`src/rtl/ni_packetizer_if.sv`:
```
// Core-to-NI request/payload channel plus the NI-to-router flit channel (TX/RTS/DCTS).
// The master modport is the core/router environment; the slave modport is the packetizer.
interface ni_packetizer_if #(
    parameter int DATA_WIDTH = 32,
    parameter int AXIS       = 4
);
    logic [AXIS-1:0]       cur_addr;
    logic                  req_valid;
    logic                  req_ready;
    logic [AXIS-1:0]       req_dst;
    logic [11:0]           req_len;
    logic                  data_valid;
    logic                  data_ready;
    logic [27:0]           data_in;
    logic [DATA_WIDTH-1:0] TX;
    logic                  RTS;
    logic                  DCTS;
    logic                  len_err;
    logic [7:0]            pkt_id;

    modport master (
        output cur_addr, req_valid, req_dst, req_len, data_valid, data_in, DCTS,
        input  req_ready, data_ready, TX, RTS, len_err, pkt_id
    );

    modport slave (
        input  cur_addr, req_valid, req_dst, req_len, data_valid, data_in, DCTS,
        output req_ready, data_ready, TX, RTS, len_err, pkt_id
    );
endinterface

```
`src/rtl/ni_packetizer.sv`:
```
// Local NI transmit stage: turns core requests into header/body/tail flits for the router Local port.
// Define NI_PARITY_EN to put even parity over the whole flit into bit [0]; otherwise bit [0] is 0.
module ni_packetizer #(
    parameter int DATA_WIDTH  = 32,
    parameter int AXIS        = 4,
    parameter int MAX_PAYLOAD = 16
) (
    input  logic           clk,
    input  logic           rst,
    ni_packetizer_if.slave bus
);
    localparam logic [11:0] MAX_LEN     = 12'(MAX_PAYLOAD);
    localparam logic [2:0]  TYPE_HEADER = 3'b001;
    localparam logic [2:0]  TYPE_BODY   = 3'b010;
    localparam logic [2:0]  TYPE_TAIL   = 3'b100;

    typedef enum logic [1:0] {IDLE, HEADER, PAYLOAD} state_t;

    state_t                state_reg;
    logic [AXIS-1:0]       dst_reg;
    logic [11:0]           len_reg;
    logic [11:0]           remaining_reg;
    logic [DATA_WIDTH-1:0] tx_reg;
    logic                  rts_reg;
    logic                  len_err_reg;
    logic [7:0]            pkt_id_reg;

    logic                  launch_ok;
    logic                  req_fire;
    logic                  len_legal;
    logic                  data_fire;
    logic [DATA_WIDTH-1:1] header_body;
    logic [DATA_WIDTH-1:1] payload_body;

`ifdef NI_PARITY_EN
    function automatic logic [DATA_WIDTH-1:0] seal(input logic [DATA_WIDTH-1:1] body);
        return {body, ^body};
    endfunction
`else
    function automatic logic [DATA_WIDTH-1:0] seal(input logic [DATA_WIDTH-1:1] body);
        return {body, 1'b0};
    endfunction
`endif

    // A flit may only launch when the previous one is not being strobed, so the
    // router's full flag from the last write is visible before the next one.
    assign launch_ok = bus.DCTS && !rts_reg;
    assign req_fire  = bus.req_valid && (state_reg == IDLE);
    assign len_legal = (bus.req_len != 12'd0) && (bus.req_len <= MAX_LEN);
    assign data_fire = (state_reg == PAYLOAD) && launch_ok && bus.data_valid;

    assign header_body  = {TYPE_HEADER, len_reg + 12'd1, dst_reg, bus.cur_addr, pkt_id_reg};
    assign payload_body = {(remaining_reg == 12'd1) ? TYPE_TAIL : TYPE_BODY, bus.data_in};

    assign bus.req_ready  = (state_reg == IDLE);
    assign bus.data_ready = (state_reg == PAYLOAD) && launch_ok;
    assign bus.TX         = tx_reg;
    assign bus.RTS        = rts_reg;
    assign bus.len_err    = len_err_reg;
    assign bus.pkt_id     = pkt_id_reg;

    always_ff @(posedge clk or posedge rst) begin
        if (rst) begin
            state_reg     <= IDLE;
            dst_reg       <= '0;
            len_reg       <= '0;
            remaining_reg <= '0;
            tx_reg        <= '0;
            rts_reg       <= 1'b0;
            len_err_reg   <= 1'b0;
            pkt_id_reg    <= '0;
        end else begin
            rts_reg     <= 1'b0;
            len_err_reg <= 1'b0;
            case (state_reg)
                IDLE: begin
                    if (req_fire) begin
                        if (len_legal) begin
                            dst_reg   <= bus.req_dst;
                            len_reg   <= bus.req_len;
                            state_reg <= HEADER;
                        end else begin
                            len_err_reg <= 1'b1;
                        end
                    end
                end
                HEADER: begin
                    if (launch_ok) begin
                        tx_reg        <= seal(header_body);
                        rts_reg       <= 1'b1;
                        pkt_id_reg    <= pkt_id_reg + 8'd1;
                        remaining_reg <= len_reg;
                        state_reg     <= PAYLOAD;
                    end
                end
                PAYLOAD: begin
                    if (data_fire) begin
                        tx_reg        <= seal(payload_body);
                        rts_reg       <= 1'b1;
                        remaining_reg <= remaining_reg - 12'd1;
                        if (remaining_reg == 12'd1) begin
                            state_reg <= IDLE;
                        end
                    end
                end
                default: state_reg <= IDLE;
            endcase
        end
    end
endmodule

```
`src/flat_wrapper.sv`:
```
// flat-port wrapper written by rule: the top's interface ports become plain ports
module ni_packetizer_flat 
#(
    parameter int DATA_WIDTH  = 32,
    parameter int AXIS        = 4,
    parameter int MAX_PAYLOAD = 16
)
  (clk, rst, bus_cur_addr, bus_req_valid, bus_req_dst, bus_req_len, bus_data_valid, bus_data_in, bus_DCTS, bus_req_ready, bus_data_ready, bus_TX, bus_RTS, bus_len_err, bus_pkt_id);
  ni_packetizer_if #(.DATA_WIDTH(DATA_WIDTH), .AXIS(AXIS)) bus_i ();
  input  logic clk;
  input  logic rst;
  input wire logic [$bits(bus_i.cur_addr)-1:0] bus_cur_addr;
  input wire logic [$bits(bus_i.req_valid)-1:0] bus_req_valid;
  input wire logic [$bits(bus_i.req_dst)-1:0] bus_req_dst;
  input wire logic [$bits(bus_i.req_len)-1:0] bus_req_len;
  input wire logic [$bits(bus_i.data_valid)-1:0] bus_data_valid;
  input wire logic [$bits(bus_i.data_in)-1:0] bus_data_in;
  input wire logic [$bits(bus_i.DCTS)-1:0] bus_DCTS;
  output wire logic [$bits(bus_i.req_ready)-1:0] bus_req_ready;
  output wire logic [$bits(bus_i.data_ready)-1:0] bus_data_ready;
  output wire logic [$bits(bus_i.TX)-1:0] bus_TX;
  output wire logic [$bits(bus_i.RTS)-1:0] bus_RTS;
  output wire logic [$bits(bus_i.len_err)-1:0] bus_len_err;
  output wire logic [$bits(bus_i.pkt_id)-1:0] bus_pkt_id;
  assign bus_i.cur_addr = bus_cur_addr;
  assign bus_i.req_valid = bus_req_valid;
  assign bus_i.req_dst = bus_req_dst;
  assign bus_i.req_len = bus_req_len;
  assign bus_i.data_valid = bus_data_valid;
  assign bus_i.data_in = bus_data_in;
  assign bus_i.DCTS = bus_DCTS;
  assign bus_req_ready = bus_i.req_ready;
  assign bus_data_ready = bus_i.data_ready;
  assign bus_TX = bus_i.TX;
  assign bus_RTS = bus_i.RTS;
  assign bus_len_err = bus_i.len_err;
  assign bus_pkt_id = bus_i.pkt_id;
  ni_packetizer #(.DATA_WIDTH(DATA_WIDTH), .AXIS(AXIS), .MAX_PAYLOAD(MAX_PAYLOAD)) u_core (.clk(clk), .rst(rst), .bus(bus_i));
endmodule
```
`config.mk`:
```
export PLATFORM = sky130hd
export DESIGN_NAME = ni_packetizer_flat
export DESIGN_NICKNAME = d
export VERILOG_FILES = /design/src/rtl/ni_packetizer_if.sv /design/src/rtl/ni_packetizer.sv /design/src/flat_wrapper.sv
export SDC_FILE = /design/constraint.sdc
export NUM_CORES = 1
export LEC_CHECK = 0
export CAP_MARGIN = 10
export CORE_MARGIN = 2
export CORE_UTILIZATION = 45
export DETAILED_ROUTE_END_ITERATION = 10
export PLACE_DENSITY_LB_ADDON = 0.3
export SLEW_MARGIN = 30
export SYNTH_ARGS = -nofsm -noshare
export SYNTH_HDL_FRONTEND = slang
export SYNTH_SLANG_ARGS = --single-unit
```
`constraint.sdc`:
```
create_clock -name clk -period 3.31 [get_ports clk]
set_input_delay 0.4965 -clock clk [delete_from_list [all_inputs] [get_ports clk]]
set_output_delay 0.4965 -clock clk [all_outputs]
set_load 0.005 [all_outputs]
```
==> results by group, run 1 <==
Place
  – Placed insts: 541
  – IO Port Bufs: 95
  – HPWL Detailed: 6252 um
  – GP Congestion: 0.8722

Floorplanning
  – Die H: 92.61 um
  – Row cnt: 32
  – DIE WIDTH: 92.61 um
  – Die ar.: 8577 sq um
  – Core area: 7647 sq um
  – Starting density of the core: 46.20%
  – Ports: 97

Global routing
  – Vias in the first global route: 3,008
  – First-pass GRT wire length: 14,700 um
  – Pin count of the biggest net entering global routing: 32
  – GRT Overall Usage: 21.58%
  – Initial antenna violation count: 0
  – Final global-route overflow total: 0

STA
  – RSZ-0062 raised after global routing: no
  – Final Slew Violations: 0
  – Worst hold slack: 475.5 ps
  – Worst-Margin Slew: 588.3 ps
  – Setup TNS: 0 ps
  – Crit path time final: 2598 ps
  – Achievable frequency: 385.0 MHz
  – Endpoints failing hold: 0
  – Rel. slew slack: 60.78%
  – Period utilization: 78.48%
  – Final setup fails: 0
  – Worst Clk Skew: 11.17 ps

Drt
  – Routed Antenna Nets: 0
  – Via-to-Cell Ratio: 5.397
  – Vias: 3,006
  – Final WL: 8766 um
  – 1st-pass router iterations: 5
  – Drt initial violations: 148
  – Wire per inst: 15.74 um
  – DRC errors left: 0

Status
  – Status: finished clean

Logic synthesis
  – Largest cells by area after synthesis: dfrtp_1 (50%), mux2i_1 (5.7%), nand2_1 (5.2%)
  – Post-synth EDFFs: 0
  – Post-synthesis register bit count: 71
  – Net Count, Synth: 416
  – Netlist cell types: 49
  – Mapped Cells: 356
  – Synthesized cell area: 3533 sq um
  – Yosys warns: 0
  – Post-synth top area share: 50.28%
  – Sequential area share after synthesis: 50.28%
  – Yosys top cell by area: dfrtp_1
  – Syn Area/Cell: 9.925 sq um
  – Post-synth ARST share: 100.0%
  – Most common flop cell mapped by yosys: dfrtp_1

Clock tree
  – Hold_buf cts: 0
  – CTS buffer count: 9
  – Clock root buffer: clkbuf_8
  – CTS max path bufs: 2
  – Clock Latency Late Sink: 350 ps
  – Setup bufs post-CTS: 0
  – Resize count post-CTS: 0
  – Clk slew on worst S/H paths: 90 ps
  – H-tree depth: 3
  – Sink Count: 71
  – CTS tree: built

Setup path
  – Maximum fanout along the worst path: 9
  – Crit start category: register
  – WS Path Type: register to primary output
  – FF-to-FF End: u_core.bus.TX[6]
  – Arrival time at the worst endpoint: 2100 ps
  – R2r setup slk: 770 ps
  – Worst path required time: 2810 ps
  – Crit path capture type: primary output
  – Reg2reg path depth: 8
  – R2R Path Start: u_core.state_reg[0]

Layout
  – Syn-to-layout area delta: 35.27%
  – Nets: 510
  – Post-Layout Cell Count: 557
  – N_diodes: 0
  – Max FFs per register: 31
  – Filler instances: 650
  – Ratio of cells with drive above 1 in the final layout: 9.451%

Power
  – Max IR drop VDD: 0.3940 mV
  – Leakage: 0.002039 uW
  – Pwr dens: 712.2 nW/um^2

Hold path
  – Worst hold path type: input pin to asynchronous set/reset pin

Job
  – Max Cap Viol: 0
[stage by stage]
step / util [%] / cell area [sq um] / power (uW) / worst slack [ps]
6_report: 62.50 / 4780 / 3404 / 712.5
3_5_place_dp: 60.11 / 4597 / 2757 / 534.9
4_1_cts: 62.50 / 4780 / 3418 / 682.3
3_3_place_gp: 60.11 / 4597 / 2709 / 615.6
5_1_grt: 62.50 / 4780 / 3659 / 508.9
2_1_floorplan: - / 3533 / 2086 / 1017
[routing by layer]
metal | vias up | track usage, % | wire (um)
met5 | - | 0 | 0
met4 | 0 | 8.578 | 241
met3 | 25 | 4.882 | 554
met2 | 97 | 34.12 | 4117
met1 | 1438 | 29.00 | 3852
li1 | 1446 | - | -
[layout by cell type, fill, tap and decap left out, drive strengths merged, types with 3 or more instances in the layout]
master and instances:
a21oi 13, a31oi 3, and2 3, and3 3, buf 8, clkbuf 10
clkdlybuf4s50 95, clkinv 4, dfrtp 71, ha 7, inv 8, mux2 10
mux2i 20, nand2 49, nand2b 3, nand3 14, nand4 10, nor2 15
nor2b 9, nor3 5, nor4 5, o211ai 4, o21ai 35, o22ai 8
or4 4, xnor2 15, xor2 3
[cell usage after synthesis, types with 2 or more instances]
master,n
and2_1,3
nand3_1,14
clkbuf_1,17
nor2b_1,9
o22ai_1,7
ha_1,7
nor4_1,5
nand2_1,49
or4_1,2
o31ai_1,2
mux2i_1,20
xor2_1,3
nand2b_1,3
or4_4,2
inv_1,7
and3_1,3
a31oi_1,3
xnor2_1,15
nand4_1,10
a21oi_1,13
o21ai_0,34
dfrtp_1,71
mux2_1,3
mux2_2,7
or2_2,2
nor3_1,5
o211ai_1,4
nor2_1,15
[cell type report]
class | count | area, sq um | share of cell area, %
tap | 102 | 127.6 | 2.670
timing repair buffer | 103 | 1011 | 21.15
clock buffer | 10 | 137.6 | 2.880
sequential | 71 | 1777 | 37.17
inverter | 8 | 30.03 | 0.6283
multi-input combinational | 257 | 1652 | 34.55
clock inverter | 6 | 45.04 | 0.9424
[worst max-delay path by stage]
stage / from / to / slack, ps
global placement: bus_req_len[2] / u_core.len_reg[0] / 620
finish: u_core.state_reg[0] / bus_data_ready / 710
floorplan: rst / u_core.bus.RTS / 1020
global route: u_core.state_reg[0] / u_core.bus.TX[14] / 510
detailed placement: bus_req_len[3] / u_core.dst_reg[0] / 530
CTS: u_core.state_reg[0] / bus_data_ready / 680
[kinds of logic (layout without fill, tap and decap cells)]
logic type / count (synthesis) / count (layout) / share of synthesized area (%)
AO/OA/AOI/OAI: 74 / 74 / 12.82
XOR/XNOR: 18 / 18 / 4.462
flip-flops: 71 / 71 / 50.28
buffers and inverters: 28 / 127 / 3.116
multiplexers: 30 / 30 / 8.853
other: 1 / 1 / 0.1061
adder cells (fa/ha/maj): 7 / 7 / 2.479
AND/OR/NAND/NOR: 127 / 127 / 17.88
[critical path, cell delays in order, from the launching register on]
cell	delay [ps]
dfrtp_1	400
inv_1	90
ha_2	330
clkinv_1	110
buf_4	190
nor2_1	120
clkdlybuf4s50_1	510
[report_power, final]
| group | internal [uW] | total (uW) | switching, uW |
|---|---|---|---|
| logic | 730 | 1430 | 704 |
| registers | 1120 | 1310 | 187 |
| clock network | 296 | 662 | 366 |
Note: power is estimated with default switching activity, not from simulation.
==> run 2: changes to the inputs <==
Clock period 3.31 ns to 2.6 ns, I/O delays scaled along.
==> run 2 against run 1 <==
Compared with the run above:
- wire length grew 1.2%
- clock power increased by 65%
- power rose by 35%
- worst hold slack got worse by 170 ps
- sequential power increased by 28%
- clock skew shrank 3.5 ps
==> results by group, run 2 (same netlist as run 1, synthesis figures left out) <==
Drt
  – Final WL: 8872 um (+1.2%)
  – Wire per inst: 15.87 um (+0.85%)
  – Drt initial violations: 175 (+18%)
  – 1st-pass router iterations: 4 (-1)
  – DRC errors left: 0 (unchanged)
  – Vias: 3,048 (+1.4%)
  – Via-to-Cell Ratio: 5.453 (+1.0%)
  – Routed Antenna Nets: 0 (unchanged)

Job
  – Max Cap Viol: 0 (unchanged)

Floorplanning
  – DIE WIDTH: 92.61 um (unchanged)
  – Starting density of the core: 46.20% (unchanged)
  – Die H: 92.61 um (unchanged)
  – Die ar.: 8577 sq um (unchanged)
  – Core area: 7647 sq um (unchanged)
  – Row cnt: 32 (unchanged)
  – Ports: 97 (unchanged)

STA
  – Fin worst setup slack: 358.6 ps (-353.8 ps)
  – Period utilization: 86.21%
  – Achievable frequency: 446.2 MHz
  – Rel. slew slack: 66.69% (+5.9 points)
  – Worst Clk Skew: 7.714 ps (-3.453 ps)
  – Worst-Margin Slew: 495.1 ps (-93.19 ps)
  – Setup TNS: 0 ps (unchanged)
  – RSZ-0062 raised after global routing: no
  – Crit path time final: 2241 ps
  – Final Slew Violations: 0 (unchanged)
  – Endpoints failing hold: 0 (unchanged)
  – Final setup fails: 0 (unchanged)

Place
  – Pre-CTS setup slack: 103.0 ps (-431.9 ps)
  – GP Congestion: 0.8605 (-1.3%)
  – HPWL Detailed: 6267 um (+0.23%)
  – IO Port Bufs: 95 (unchanged)

Global routing
  – GRT Overall Usage: 22.26% (+0.68 points)
  – Initial antenna violation count: 0 (unchanged)
  – Final global-route overflow total: 0 (unchanged)
  – First-pass GRT wire length: 15,060 um (+2.5%)
  – Vias in the first global route: 3,177 (+5.6%)
  – Pin count of the biggest net entering global routing: 44 (+38%)

Power
  – Internal cell power: 3038 uW (+41%)
  – Max IR drop VDD: 0.5185 mV (+32%)
  – Switching Fraction: 33.95% (-2.9 points)
  – Pwr dens: 941.7 nW/um^2 (+32%)
  – Combinational group share of total power: 39.9% (-2.2 points)
  – Leakage: 0.002081 uW (+2.1%)
  – Clock Power Share: 23.7% (+4.3 points)
  – NetSw: 1561 uW (+24%)
  – Flop pwr share: 36.4% (-2.0 points)

Hold path
  – Worst hold path type: input pin to asynchronous set/reset pin

Setup path
  – WS Path Type: register to register
  – Worst path required time: 2860 ps (+50 ps)
  – Crit start category: register
  – Arrival time at the worst endpoint: 2510 ps (+410 ps)
  – Crit path capture type: register
  – R2r setup slk: 360 ps (-410 ps)
  – Maximum fanout along the worst path: 7 (-2)

Status
  – Status: finished clean

Layout
  – Multi-input logic area: 1652 sq um (unchanged)
  – Syn-to-layout area delta: 38.21%
  – Ratio of cells with drive above 1 in the final layout: 9.628% (+0.18 points)
  – Max FFs per register: 31 (unchanged)
  – Filler instances: 608 (-6.5%)
  – N_diodes: 0 (unchanged)
  – Commonest non-fill, non-tap cell in the layout: clkdlybuf4s50_1
  – FF/Latch Area: 1777 sq um (unchanged)
  – Nets: 512 (+0.39%)
  – Most frequent cells in the layout: clkdlybuf4s50_1 (95), dfrtp_1 (71), nand2_1 (48), o21ai_0 (34), mux2i_1 (20)

Clock tree
  – Clock root buffer: clkbuf_8
  – Sink Count: 71 (unchanged)
  – CTS tree: built
  – Clk slew on worst S/H paths: 80 ps (about the same)
  – H-tree depth: 3 (unchanged)
  – Clock Latency Late Sink: 350 ps (about the same)
  – Setup bufs post-CTS: 0 (unchanged)
  – Resize count post-CTS: 0 (unchanged)
  – Hold_buf cts: 0 (unchanged)
  – CTS max path bufs: 2 (unchanged)
  – CTS buffer count: 9 (unchanged)
run 2: cell count changes in the layout (fill, tap and decap cells not counted):
cell       previous run  this run
bufinv_16             0         3
buf_12                0         2
clkinv_2              2         0
clkbuf_1              0         1
clkinv_4              1         0
inv_8                 1         0
run 2: power by group through the flow:
stage	clock (uW)	combinational, uW	sequential [uW]
2_1_floorplan	0	990	1670
3_3_place_gp	0	1790	1670
3_5_place_dp	0	1830	1690
4_1_cts	1100	1850	1670
5_1_grt	1150	2040	1720
6_report	1090	1830	1680
run 2: metal layers:
layer  share of wire, %  wire [um]  track usage [%]  up-vias
met5                  0          0                0        -
met4                1.4        124            8.946        0
met3                7.3        645            5.452       12
met2                 50       4444            37.59      110
met1                 41       3659            27.46     1468
li1                   -          -                -     1458
run 2: path summary, 6_finish.rpt:
kind / startpoint / depth (start not counted) / endpoint
hold reg to reg: u_core.bus.TX[25] / 2 / u_core.bus.TX[25]
hold / removal: rst / 2 / u_core.bus.TX[2]
setup reg to reg: u_core.remaining_reg[2] / 5 / u_core.state_reg[0]
min in group clk: u_core.bus.TX[25] / 2 / u_core.bus.TX[25]
setup / recovery: u_core.remaining_reg[2] / 5 / u_core.state_reg[0]
max in group asynchronous: rst / 3 / u_core.remaining_reg[11]
run 2: critical path: stages, from the launching register on:
cell	delay [ps]
dfrtp_1	460
or4_4	590
or4_4	570
o21ai_4	200
a41oi_1	160
a31oi_1	180
run 2: per-stage QoR:
step	instances	hold WS (ps)	util [%]	cell area (sq um)	total power [uW]
floorplan	356	462.8	-	3533	2656
global placement	543	451.4	60.63	4637	3464
detailed placement	543	462.0	60.63	4637	3517
CTS	559	302.1	63.86	4883	4623
global route	559	324.0	63.86	4883	4912
finish	559	305.9	63.86	4883	4599
run 2: final cells by class:
cell class | count | area share [%]
clock buffers | 11 | 2.895
clock inverters | 5 | 2.152
inverters | 8 | 0.6149
multi-input cells | 257 | 33.82
flip-flops and latches | 71 | 36.38
well taps | 102 | 2.613
repair buffers | 105 | 21.52
==> RTL change, RTL diff (config.mk and constraints of run 2) <==
The 3 states of `state_t` get a one-hot encoding in 3 bits.
--- a/src/rtl/ni_packetizer.sv
+++ b/src/rtl/ni_packetizer.sv
@@ -16,3 +16,3 @@
 
-    typedef enum logic [1:0] {IDLE, HEADER, PAYLOAD} state_t;
+    typedef enum logic [2:0] {IDLE = 3'b001, HEADER = 3'b010, PAYLOAD = 3'b100} state_t;
 
Function: same outputs for any inputs over 10 cycles, from zero or initial values and one cycle with rst high; not proved beyond that.
==> RTL change against run 2 <==
Final area is 1.1% lower. Synthesized area up 1.4%. Non-clock buffer count is 3 lower. Worst setup slack got worse by 0.15 ns. Critical path type is now reg -> out. Critical endpoint is now bus_data_ready. Sequential cell count is 1 higher. Wire length up 1.7%.
Power is not compared: it rests on default switching activity, and its combinational part moved more than twofold at a synthesized area within 25%.
==> RTL change: results (changes against run 2) <==
STA
  • Setup Skew: 0.00798 ns (+0.000262 ns)

Yosys
  • Net count after synthesis: 437 (+5.0%)
  • Register area share after synthesis: 50.3% (about the same)
  • Mapped Area: 3580 sq um (+1.4%)
  • Syn Area/Cell: 9.43 sq um (-5.0%)
  • Unique cell type count in the Yosys netlist: 52 (+6.1%)
  • Top cells by area in the synthesized netlist: dfrtp_1 50%, nand2_1 6.9%, a31oi_1 3.7%
  • Commonest cells in the netlist: 71 x dfrtp_1, 66 x nand2_1, 34 x nor2_1

Final layout
  • Non-clk invs: 10 (+2)
  • Share of post-route cells with drive strength above 1: 9.70% (+0.077 points)
  • Register share of the cell area: 37.3% (+0.94 points)
  • Nonclk buf count: 102 (-2.9%)
  • Fraction of area in clock buffers and inverters: 4.07% (-0.98 points)
  • # fillers: 655 (+7.7%)
  • Area of the multi-input gates: 1640 sq um (-0.83%)
  • Multi-input comb cells: 274 (+6.6%)
  • Buffering overhead: 21.3% (-0.23 points)
  • Nets@finish: 526 (+2.7%)

GRT
  • Met3 Usage GRT: 4.92% (-0.54 points)
  • Grt met2 use: 35.9% (-1.7 points)
  • GRT Overall Usage: 21.7% (-0.59 points)
  • M1 GR Usage: 28.4% (+0.98 points)
  • Pin count of the biggest net entering global routing: 73 (+66%)
  • First-pass GRT wire length: 14,800 um (-1.5%)

Clocking
  • Htree depth: 3 (unchanged)
  • CTS Sinks: 72 (+1.4%)

Setup path
  • Worst r2r path cells: 6 (+1)
  • Slowest cell on crit path: or3b_2
  • Slowest stage delay, CP: 0.54 ns (-0.05 ns)
  • Worst path top cell family by delay: simple AND/OR/NAND/NOR gates
  • CP arrival: 2.00 ns (-0.51 ns)

Place
  • Placed Instances: 560 (+3.1%)
  • Pre-CTS setup slack: 0.190 ns (+0.0871 ns)
  • Gpl congestion: 0.794 (-7.8%)

Route
  • Initial DRC count: 133 (-24%)
  • Via count: 3,110 (+2.0%)

Outcome
  • Outcome: finished, final reports clean
## RTL change: power groups by stage
| stage | logic, W | clock network [W] | registers, W |
|---|---|---|---|
| 2_1_floorplan | 0.000244 | 0 | 0.00140 |
| 3_3_place_gp | 0.000577 | 0 | 0.00142 |
| 3_5_place_dp | 0.000591 | 0 | 0.00143 |
| 4_1_cts | 0.000594 | 0.000916 | 0.00141 |
| 5_1_grt | 0.000648 | 0.000968 | 0.00143 |
| 6_report | 0.000585 | 0.000901 | 0.00141 |
## RTL change: per-layer routing
metal  wire [um]  part of all wire, %
met5           0                    0
met4         159                  1.8
met3         403                  4.5
met2        4520                   50
met1        3950                   44
## RTL change: path summary, 6_finish.rpt
check,endpoint,from,slack [ns]
setup / recovery,bus_data_ready,u_core.state_reg[1]$_DFFE_PP0P_,0.21
hold reg to reg,u_core.bus.TX[20]$_DFFE_PP0P_,u_core.bus.TX[20]$_DFFE_PP0P_,0.49
max in group asynchronous,u_core.state_reg[0]$_DFFE_PP1P_,rst,1.83
min in group clk,u_core.bus.TX[20]$_DFFE_PP0P_,u_core.bus.TX[20]$_DFFE_PP0P_,0.49
setup reg to reg,u_core.remaining_reg[8]$_DFFE_PP0P_,u_core.remaining_reg[0]$_DFFE_PP0P_,0.58
hold / removal,u_core.bus.TX[10]$_DFFE_PP0P_,rst,0.45
## RTL change: cell families (layout without fill, tap and decap cells)
kind of cell             count (synthesis)  after routing  synth area share, %
flip-flops                              72             72                 50.3
adder cells (fa/ha/maj)                  4              4                 1.40
multiplexers                            12             12                 4.12
other                                    1              1                0.105
AND/OR/NAND/NOR                        157            157                 21.3
AO/OA/AOI/OAI                           86             86                 15.2
XOR/XNOR                                14             14                 3.42
buffers and inverters                   34            128                 4.12
